**src/rtl/fetch_unit.sv**
```systemverilog
// RV32I instruction fetch: single-outstanding word requests to imem, returned
// words queued with their PC in a small FIFO for decode; redirect flushes all.
module fetch_unit #(
  parameter logic [31:0] RESET_PC = 32'h0000_0000,
  parameter int          DEPTH    = 2
) (
  input  logic        clk,
  input  logic        reset_n,
  output logic        imem_req,
  output logic [31:0] imem_addr,
  input  logic        imem_gnt,
  input  logic        imem_rvalid,
  input  logic [31:0] imem_rdata,
  input  logic        redirect,
  input  logic [31:0] redirect_pc,
  output logic        instr_valid,
  input  logic        instr_ready,
  output logic [31:0] instr,
  output logic [31:0] instr_pc
);
  localparam int PTR_W = (DEPTH > 1) ? $clog2(DEPTH) : 1;
  localparam int CNT_W = $clog2(DEPTH + 1);
  localparam logic [CNT_W:0] DEPTH_X = (CNT_W + 1)'(DEPTH);

  typedef enum logic [1:0] {S_IDLE, S_WAIT, S_WAIT_DROP} state_t;

  state_t           r_state;
  state_t           w_state_nxt;
  logic [31:0]      r_fetch_pc;
  logic [31:0]      r_req_pc;
  logic [31:0]      r_fifo_pc   [DEPTH];
  logic [31:0]      r_fifo_word [DEPTH];
  logic [PTR_W-1:0] r_rd_ptr;
  logic [PTR_W-1:0] r_wr_ptr;
  logic [CNT_W-1:0] r_count;
  logic [31:0]      r_last_pc;
  logic [31:0]      r_last_word;
  logic [CNT_W:0]   w_count_x;
  logic             w_grant;
  logic             w_push;
  logic             w_pop;

  function automatic logic [PTR_W-1:0] ptr_inc(input logic [PTR_W-1:0] p);
    if (p == PTR_W'(DEPTH - 1)) return '0;
    return p + 1'b1;
  endfunction

  assign w_count_x   = {1'b0, r_count};
  assign imem_addr   = r_fetch_pc;
  assign instr_valid = (r_count != '0);
  assign instr       = instr_valid ? r_fifo_word[r_rd_ptr] : r_last_word;
  assign instr_pc    = instr_valid ? r_fifo_pc[r_rd_ptr]   : r_last_pc;

  // A new request may overlap the response cycle only if its word is sure to fit.
  always_comb begin
    imem_req = 1'b0;
    if (reset_n && !redirect) begin
      unique case (r_state)
        S_IDLE:      imem_req = (w_count_x < DEPTH_X);
        S_WAIT:      imem_req = imem_rvalid && ((w_count_x + 1'b1) < DEPTH_X);
        S_WAIT_DROP: imem_req = imem_rvalid;
        default:     imem_req = 1'b0;
      endcase
    end
  end

  assign w_grant = imem_req && imem_gnt;
  assign w_push  = (r_state == S_WAIT) && imem_rvalid && !redirect;
  assign w_pop   = instr_valid && instr_ready && !redirect;

  always_comb begin
    w_state_nxt = r_state;
    if (redirect) begin
      if (r_state != S_IDLE && imem_rvalid) w_state_nxt = S_IDLE;
      else if (r_state == S_WAIT)           w_state_nxt = S_WAIT_DROP;
    end else if (w_grant) begin
      w_state_nxt = S_WAIT;
    end else if (r_state != S_IDLE && imem_rvalid) begin
      w_state_nxt = S_IDLE;
    end
  end

  always_ff @(posedge clk or negedge reset_n) begin
    if (!reset_n) begin
      r_state     <= S_IDLE;
      r_fetch_pc  <= RESET_PC;
      r_req_pc    <= '0;
      r_rd_ptr    <= '0;
      r_wr_ptr    <= '0;
      r_count     <= '0;
      r_last_pc   <= '0;
      r_last_word <= '0;
      for (int i = 0; i < DEPTH; i++) begin
        r_fifo_pc[i]   <= '0;
        r_fifo_word[i] <= '0;
      end
    end else begin
      r_state <= w_state_nxt;
      if (instr_valid) begin
        r_last_pc   <= r_fifo_pc[r_rd_ptr];
        r_last_word <= r_fifo_word[r_rd_ptr];
      end
      if (redirect) begin
        r_fetch_pc <= {redirect_pc[31:2], 2'b00};
        r_rd_ptr   <= '0;
        r_wr_ptr   <= '0;
        r_count    <= '0;
      end else begin
        if (w_grant) begin
          r_fetch_pc <= r_fetch_pc + 32'd4;
          r_req_pc   <= r_fetch_pc;
        end
        if (w_push) begin
          r_fifo_pc[r_wr_ptr]   <= r_req_pc;
          r_fifo_word[r_wr_ptr] <= imem_rdata;
          r_wr_ptr              <= ptr_inc(r_wr_ptr);
        end
        if (w_pop) r_rd_ptr <= ptr_inc(r_rd_ptr);
        if (w_push && !w_pop)      r_count <= r_count + 1'b1;
        else if (!w_push && w_pop) r_count <= r_count - 1'b1;
      end
    end
  end
endmodule

```
**config.mk**
```make
export PLATFORM = sky130hd
export DESIGN_NAME = fetch_unit
export DESIGN_NICKNAME = d
export VERILOG_FILES = /design/src/rtl/fetch_unit.sv
export SDC_FILE = /design/constraint.sdc
export NUM_CORES = 1
export LEC_CHECK = 0
export ABC_AREA = 1
export CORE_UTILIZATION = 25
export CTS_CLUSTER_SIZE = 30
export DETAILED_ROUTE_END_ITERATION = 10
export GPL_ROUTABILITY_DRIVEN = 0
export GPL_TIMING_DRIVEN = 0
export SLEW_MARGIN = 5
export SYNTH_ARGS = -nofsm -noshare
export SYNTH_HDL_FRONTEND = slang
export SYNTH_SLANG_ARGS = --single-unit
```
**constraint.sdc**
```tcl
create_clock -name clk -period 1.6 [get_ports clk]
set_clock_uncertainty 0.2 [all_clocks]
set_input_delay 0.16 -clock clk [delete_from_list [all_inputs] [get_ports clk]]
set_output_delay 0.16 -clock clk [all_outputs]
set_load 0.02 [all_outputs]
```
# After elaboration in Yosys (flattened, before gate mapping)
# Cells that the tools add are included.
dict set report totals {
  reg_bits 262
  latch_bits 0
  ram_bits 0
  mem_bits_ro 0
  input_bits 70
  output_inout_bits 98
  elab_cells 92
  memories 0
}
dict set report classes {
  addsub 6
  mul 0
  div 0
  order_cmp 5
  n_eq_ne 3
  n_shift 0
  muxes 38
  bitwise 3
  reduce_logical 25
}
# operator n
set ops {}
lappend ops {{$mux 32} 11}
lappend ops {{$bwmux 64} 2}
lappend ops {{$add 32x3->32 const B} 1}
lappend ops {{$demux 32 s1} 1}
lappend ops {{$mux 2} 8}
lappend ops {{$mux 1} 15}
lappend ops {{$logic_and 1x1->1} 11}
lappend ops {{$reduce_bool 2->1} 5}
lappend ops {{$reduce_and 2->1} 3}
lappend ops {{$reduce_bool 3->1} 2}
lappend ops {{$ge 2x2->1 const B} 2}
lappend ops {{$not 1->2} 2}
lappend ops {{$add 2x1->3 const B} 1}
lappend ops {{$logic_not 1->1} 3}
lappend ops {{$lt 3x2->1 const B} 1}
lappend ops {{$ne 3x1->1 const B} 1}
lappend ops {{$pmux 1 s3} 1}
lappend ops {{$add 1x1->1 const B} 2}
lappend ops {{$add 2x1->2 const B} 1}
lappend ops {{$eq 2x1->1 const B} 1}
lappend ops {{$eq 2x2->1 const B} 1}
lappend ops {{$logic_not 2->1} 1}
lappend ops {{$lt 2x1->1 const B} 1}
lappend ops {{$lt 2x2->1 const B} 1}
lappend ops {{other kinds (2)} 2}

# Longest topological paths before layout
dict set report logic_depth {
  word_depth 8
  depth_mapped 11
  depth_no_buf 10
}

# Worst setup path after synthesis
# Ideal clock, no wire load.
dict set report synth_timing {
  path_type {flip-flop to flip-flop}
  startpoint {reg r_fetch_pc[3], in the netlist imem_addr[3]}
  endpoint {reg r_fetch_pc[16], in the netlist imem_addr[16]}
  setup_ns 0.125
  t_arrival_ns 1.582
  required_time_ns 1.275
  path_slack_ns -0.307
  stages_incl_launch_ff 8
  path_buffers 0
  period_less_slack_ns 1.907
  path_cell_list {dfrtp_1 ha_1 nand3_1 nor2_1 nand3_1 xor2_1 nand2_1 nand3_1}
}
dict set report synth_between {
  elab_chain_cells 3
}
# element line
set synth_lines {}
lappend synth_lines {{start, declared} 29} ;# logic [31:0] r_fetch_pc;
lappend synth_lines {{start signal, assigned} 104} ;# r_fetch_pc <= {redirect_pc[31:2], 2'b00};
lappend synth_lines {{start signal, assigned} 110} ;# r_fetch_pc <= r_fetch_pc + 32'd4;
lappend synth_lines {{$add 32x3->32} 110}
lappend synth_lines {{$mux 32} 109} ;# if (w_grant) begin
lappend synth_lines {{$mux 32} 103} ;# if (redirect) begin
# Every way passes these cells. The select of a mux whose other input is x is not followed.
# A chain may end at the register's enable or synchronous reset.

# Worst setup path in the final report
dict set report layout_timing {
  startpoint {reg r_count[0]}
  endpoint {out instr_pc[23]}
}
dict set report layout_between {
  elab_chain_cells 2
}
# element line
set layout_lines {}
lappend layout_lines {{start, declared} 35} ;# logic [CNT_W-1:0] r_count;
lappend layout_lines {{start signal, assigned} 119} ;# if (w_push && !w_pop) r_count <= r_count + 1'b1;
lappend layout_lines {{start signal, assigned} 120} ;# else if (!w_push && w_pop) r_count <= r_count - 1'b1;
lappend layout_lines {{$reduce_bool 2->1} 50} ;# assign instr_valid = (r_count != '0);
lappend layout_lines {{$mux 32} n/a}
lappend layout_lines {{end, declared} 19} ;# output logic [31:0] instr_pc
# Every way passes these cells.

==> results by group <==
Routing
  – Top routing layer used: met5
  – WL/cell: 17.79 um
  – Final WL: approximately 39 mm
  – Via count: between 10,000 and 15,000
  – Wire length on met2: about 19 mm
  – # DRC: 0
  – Met3 wire length: roughly 2.1 mm
  – Drt pass-1 iters: 5
  – Met1 wire length: between 15 and 20 mm
  – DR vias/cell: roughly 4.6
  – Detailed router's first-iteration violation count: 692
  – Post-route ant nets: 0

Power and ir drop
  – Logic pwr share: a little under half
  – Psw: 0.01250 W
  – Internal power: around 0.019 W
  – Power Dens Cells: between 1500 and 2000 mW/mm2
  – Lkg Pwr: approximately 8.4 nW
  – Sw Share: between 30% and 40%
  – Clock Power Share: 21.8%
  – Peak VDD IR: about 950 uV
  – Flop pwr share: 32.7%

Die
  – Die Wd: roughly 210 um
  – Die height: around 210 um
  – Initial Utilization: approximately a quarter
  – Core area: roughly 0.044 mm2
  – Die footprint: ~0.046 mm2
  – I/O Pins: 168
  – Rows: 77

Clock tree
  – CTS clk-pin slew, worst paths: 0.06 ns
  – Clock Sinks: between 200 and 300
  – Total CTS buffers: 28
  – CTS tree: done
  – Clock latency at the later pin of the worst-skew pair: between 0.5 and 0.6 ns
  – CTS H-tree depth: 1
  – CTS max path bufs: 3
  – CTS Hold Bufs: 33
  – Clk root buf: clkbuf_16

Cells and area
  – Diode count: 0
  – Final Net Count: between 1,500 and 2,000
  – Area growth from synthesis to layout: 62.90%
  – FF+latch area: 0.006391 mm2
  – Layout cell share with drive strength beyond 1: 46.58%
  – Final core utilization: between 40% and 50%
  – Multi-input logic area: slightly below 0.006 mm2
  – Final Non-Filler Cells: ~2,200
  – Filler cells: 4,181

Timing
  – Setup-failing EPs final: approximately 260
  – RSZ-0062 raised after global routing: true
  – Period utilization: 143.1%
  – Max_slew headroom: between 40% and 50%
  – Hold slack: -0.6548 ns
  – Worst-Margin Slew: slightly below 0.9 ns
  – Max Clk Rate: ~440 MHz
  – Final Max Slew Viols: 0
  – Setup TNS: -100.60 ns
  – Final WS setup: -0.6893 ns
  – Minimum clock period: roughly 2.3 ns
  – Hold Violations, Final: 254

Hold path
  – Hold crit path type: input port to asynchronous set/reset pin

Critical path
  – Crit path max fanout: 10
  – Worst Path Buf+Inv: 4
  – Top Family by Delay on Critical Path: buffers and inverters
  – Worst path cell trace: nor2_4 > inv_2 > buf_6 > buf_6 > nor2_1 > a21oi_2 > buf_4
  – Cell mode on critical path: buf_6
  – Worst setup EP type: output port
  – Crit path kind: flop to output port
  – Slowest stage cell, crit path: dfrtp_1
  – Critical Path RT: 1.24 ns
  – Arr. time, crit path: ~1.9 ns
  – Crit-path max cell delay: 0.40 ns
  – CP Launch Type: flop

GRT
  – Initial antenna violation count: 1
  – Total gr overflow: 0
  – Global-route wire length before repair: slightly below 60 mm
  – Vias in the first global route: ~10,000
  – Gr usage total: 16.47%
  – Pin count of the biggest net entering global routing: between 80 and 90

Synthesis
  – Distinct cells, synth: 30
  – Synth top area share: 56.77%
  – Post-synthesis area per instance: 8.734 um2
  – Synth area leader: dfrtp_1
  – FF+latch count, synth: around 250
  – Synth Warn #: 0
  – Register area share after synthesis: approximately 57%
  – Synthesized cell area: ~0.011 mm2
  – Synth area leaders: dfrtp_1, nand2_1, a21oi_1, nor2_1, o21ai_0
  – Synth Instances: approximately 1,300

Job
  – Max Cap Viol: 0

Placement
  – # port buffers: roughly 160
  – Setup WS pre-CTS: -1.236 ns
  – HPWL after DPL: between 20 and 25 mm
  – Placed cells: a little over 2,000

Status
  – Failing checks: hold timing, setup timing
  – Status: complete, but fails checks
==> cell usage after synthesis, drive strengths merged <==
cell,number
nor3,1
inv,58
o21ai,102
xnor2,2
o21a,1
o21bai,1
mux2,48
clkbuf,39
o31ai,1
nand4,1
ha,1
nand2,380
a21oi,142
conb,1
buf,33
a21boi,2
xor2,9
nand3,68
dfrtp,254
nor2,138
==> metal layers <==
metal / up-vias / track usage (%)
met4: 2 / 3.842
met2: 320 / 26.78
met1: 4992 / 22.90
li1: 4824 / -
met3: 74 / 2.636
met5: - / 0
==> what timing repair did <==
| action | in CTS | in global routing |
|---|---|---|
| setup endpoints to repair | 350 | 270 |
| resized for setup | 805 | 389 |
| setup buffers | 44 | 37 |
| pin swaps | 35 | 55 |
| gates cloned | 17 | 12 |
| endpoints found under the hold margin | 291 | 198 |
==> kinds of logic after synthesis <==
| logic type | count (synthesis) | synth area share, % |
|---|---|---|
| compound gates | 249 | 11.24 |
| xor+xnor | 11 | 0.8605 |
| fa+ha+maj | 1 | 0.1117 |
| buf+inv | 130 | 5.084 |
| flops | 254 | 56.77 |
| mux | 48 | 5.196 |
| other cells | 1 | 0.03349 |
| simple gates | 588 | 20.71 |
==> power groups by stage <==
stage | sequential [W] | clock, W | combinational, W
floorplan | 0.00983 | 0 | 0.00688
global placement | 0.0101 | 0 | 0.0117
detailed placement | 0.0101 | 0 | 0.0119
CTS | 0.0101 | 0.00703 | 0.0130
global route | 0.0107 | 0.00732 | 0.0156
finish | 0.0104 | 0.00694 | 0.0145
==> sequential cells by signal, summed over array words and instances (netlist names) <==
signal / flops
r_fifo_word: 64
r_fifo_pc: 60
r_last_pc: 32
r_last_word: 32
imem_addr: 30
r_req_pc: 30
r_count: 2
r_state: 2
r_rd_ptr: 1
r_wr_ptr: 1
==> worst paths after layout <==
check                                   start         endpoint  slack, ns  cells past startpoint
worst max-delay path               r_count[0]     instr_pc[23]      -0.69                      7
worst min-delay path                  reset_n  r_last_word[30]      -0.65                      1
worst max register to register     r_count[0]    imem_addr[23]      -0.52                     11
worst min register to register  r_fifo_pc[19]    r_fifo_pc[19]       0.28                      2
max in group asynchronous             reset_n    imem_addr[15]       1.00                      2
min in group clk                imem_rdata[3]   r_fifo_word[3]       0.02                      3
==> worst reg2reg max path, cell delays in order, from the launching register on <==
cell and delay, ns:
dfrtp_1 0.40, nor2_4 0.18, buf_6 0.16, buf_12 0.11, nand3_4 0.06, nand2_4 0.10, nand2_4 0.07, buf_6 0.14
nor2_4 0.26, buf_8 0.19, nand3_4 0.09, nand3_2 0.09
==> layout make-up <==
| type | count | share of cell area [%] |
|---|---|---|
| clock inverters | 15 | 1.029 |
| well taps | 592 | 4.061 |
| inverters | 58 | 1.317 |
| clock buffers | 36 | 4.397 |
| plain buffers | 68 | 4.932 |
| repair buffers | 294 | 16.62 |
| multi-input cells | 899 | 32.57 |
| repair inverters | 1 | 0.03430 |
| flip-flops and latches | 254 | 35.04 |
==> placed cells by master, fill, tap and decap left out, types with 20 or more instances in the layout <==
| master | Yosys | routed |
|---|---|---|
| buf_6 | 3 | 54 |
| o21ai_2 | 0 | 50 |
| nor2_2 | 2 | 37 |
| dfrtp_1 | 254 | 226 |
| nor2_1 | 134 | 83 |
| o21ai_1 | 5 | 36 |
| nand2_4 | 0 | 40 |
| nand2_2 | 1 | 78 |
| dlygate4sd3_1 | 0 | 31 |
| nand3_2 | 0 | 37 |
| buf_4 | 10 | 78 |
| nand2_1 | 379 | 260 |
| nand3_1 | 68 | 22 |
| buf_2 | 15 | 39 |
| a21oi_2 | 0 | 80 |
| a21oi_1 | 142 | 54 |
| buf_12 | 0 | 20 |
| mux2_2 | 37 | 37 |
| dfrtp_2 | 0 | 28 |
| clkdlybuf4s50_1 | 0 | 65 |
| buf_8 | 0 | 21 |
| clkbuf_16 | 0 | 44 |
| inv_1 | 54 | 49 |
==> through the flow <==
| stage | power [W] | cell area [um2] | hold slack, ns |
|---|---|---|---|
| floorplan | 0.01671 | 11520 | -0.3356 |
| global placement | 0.02174 | 13880 | 0.2656 |
| detailed placement | 0.02198 | 13940 | -0.06364 |
| CTS | 0.03022 | 16700 | -0.6395 |
| global route | 0.03359 | 18240 | -0.6288 |
| finish | 0.03183 | 18240 | -0.6548 |
No activity file was read; power rests on OpenSTA's default activity.
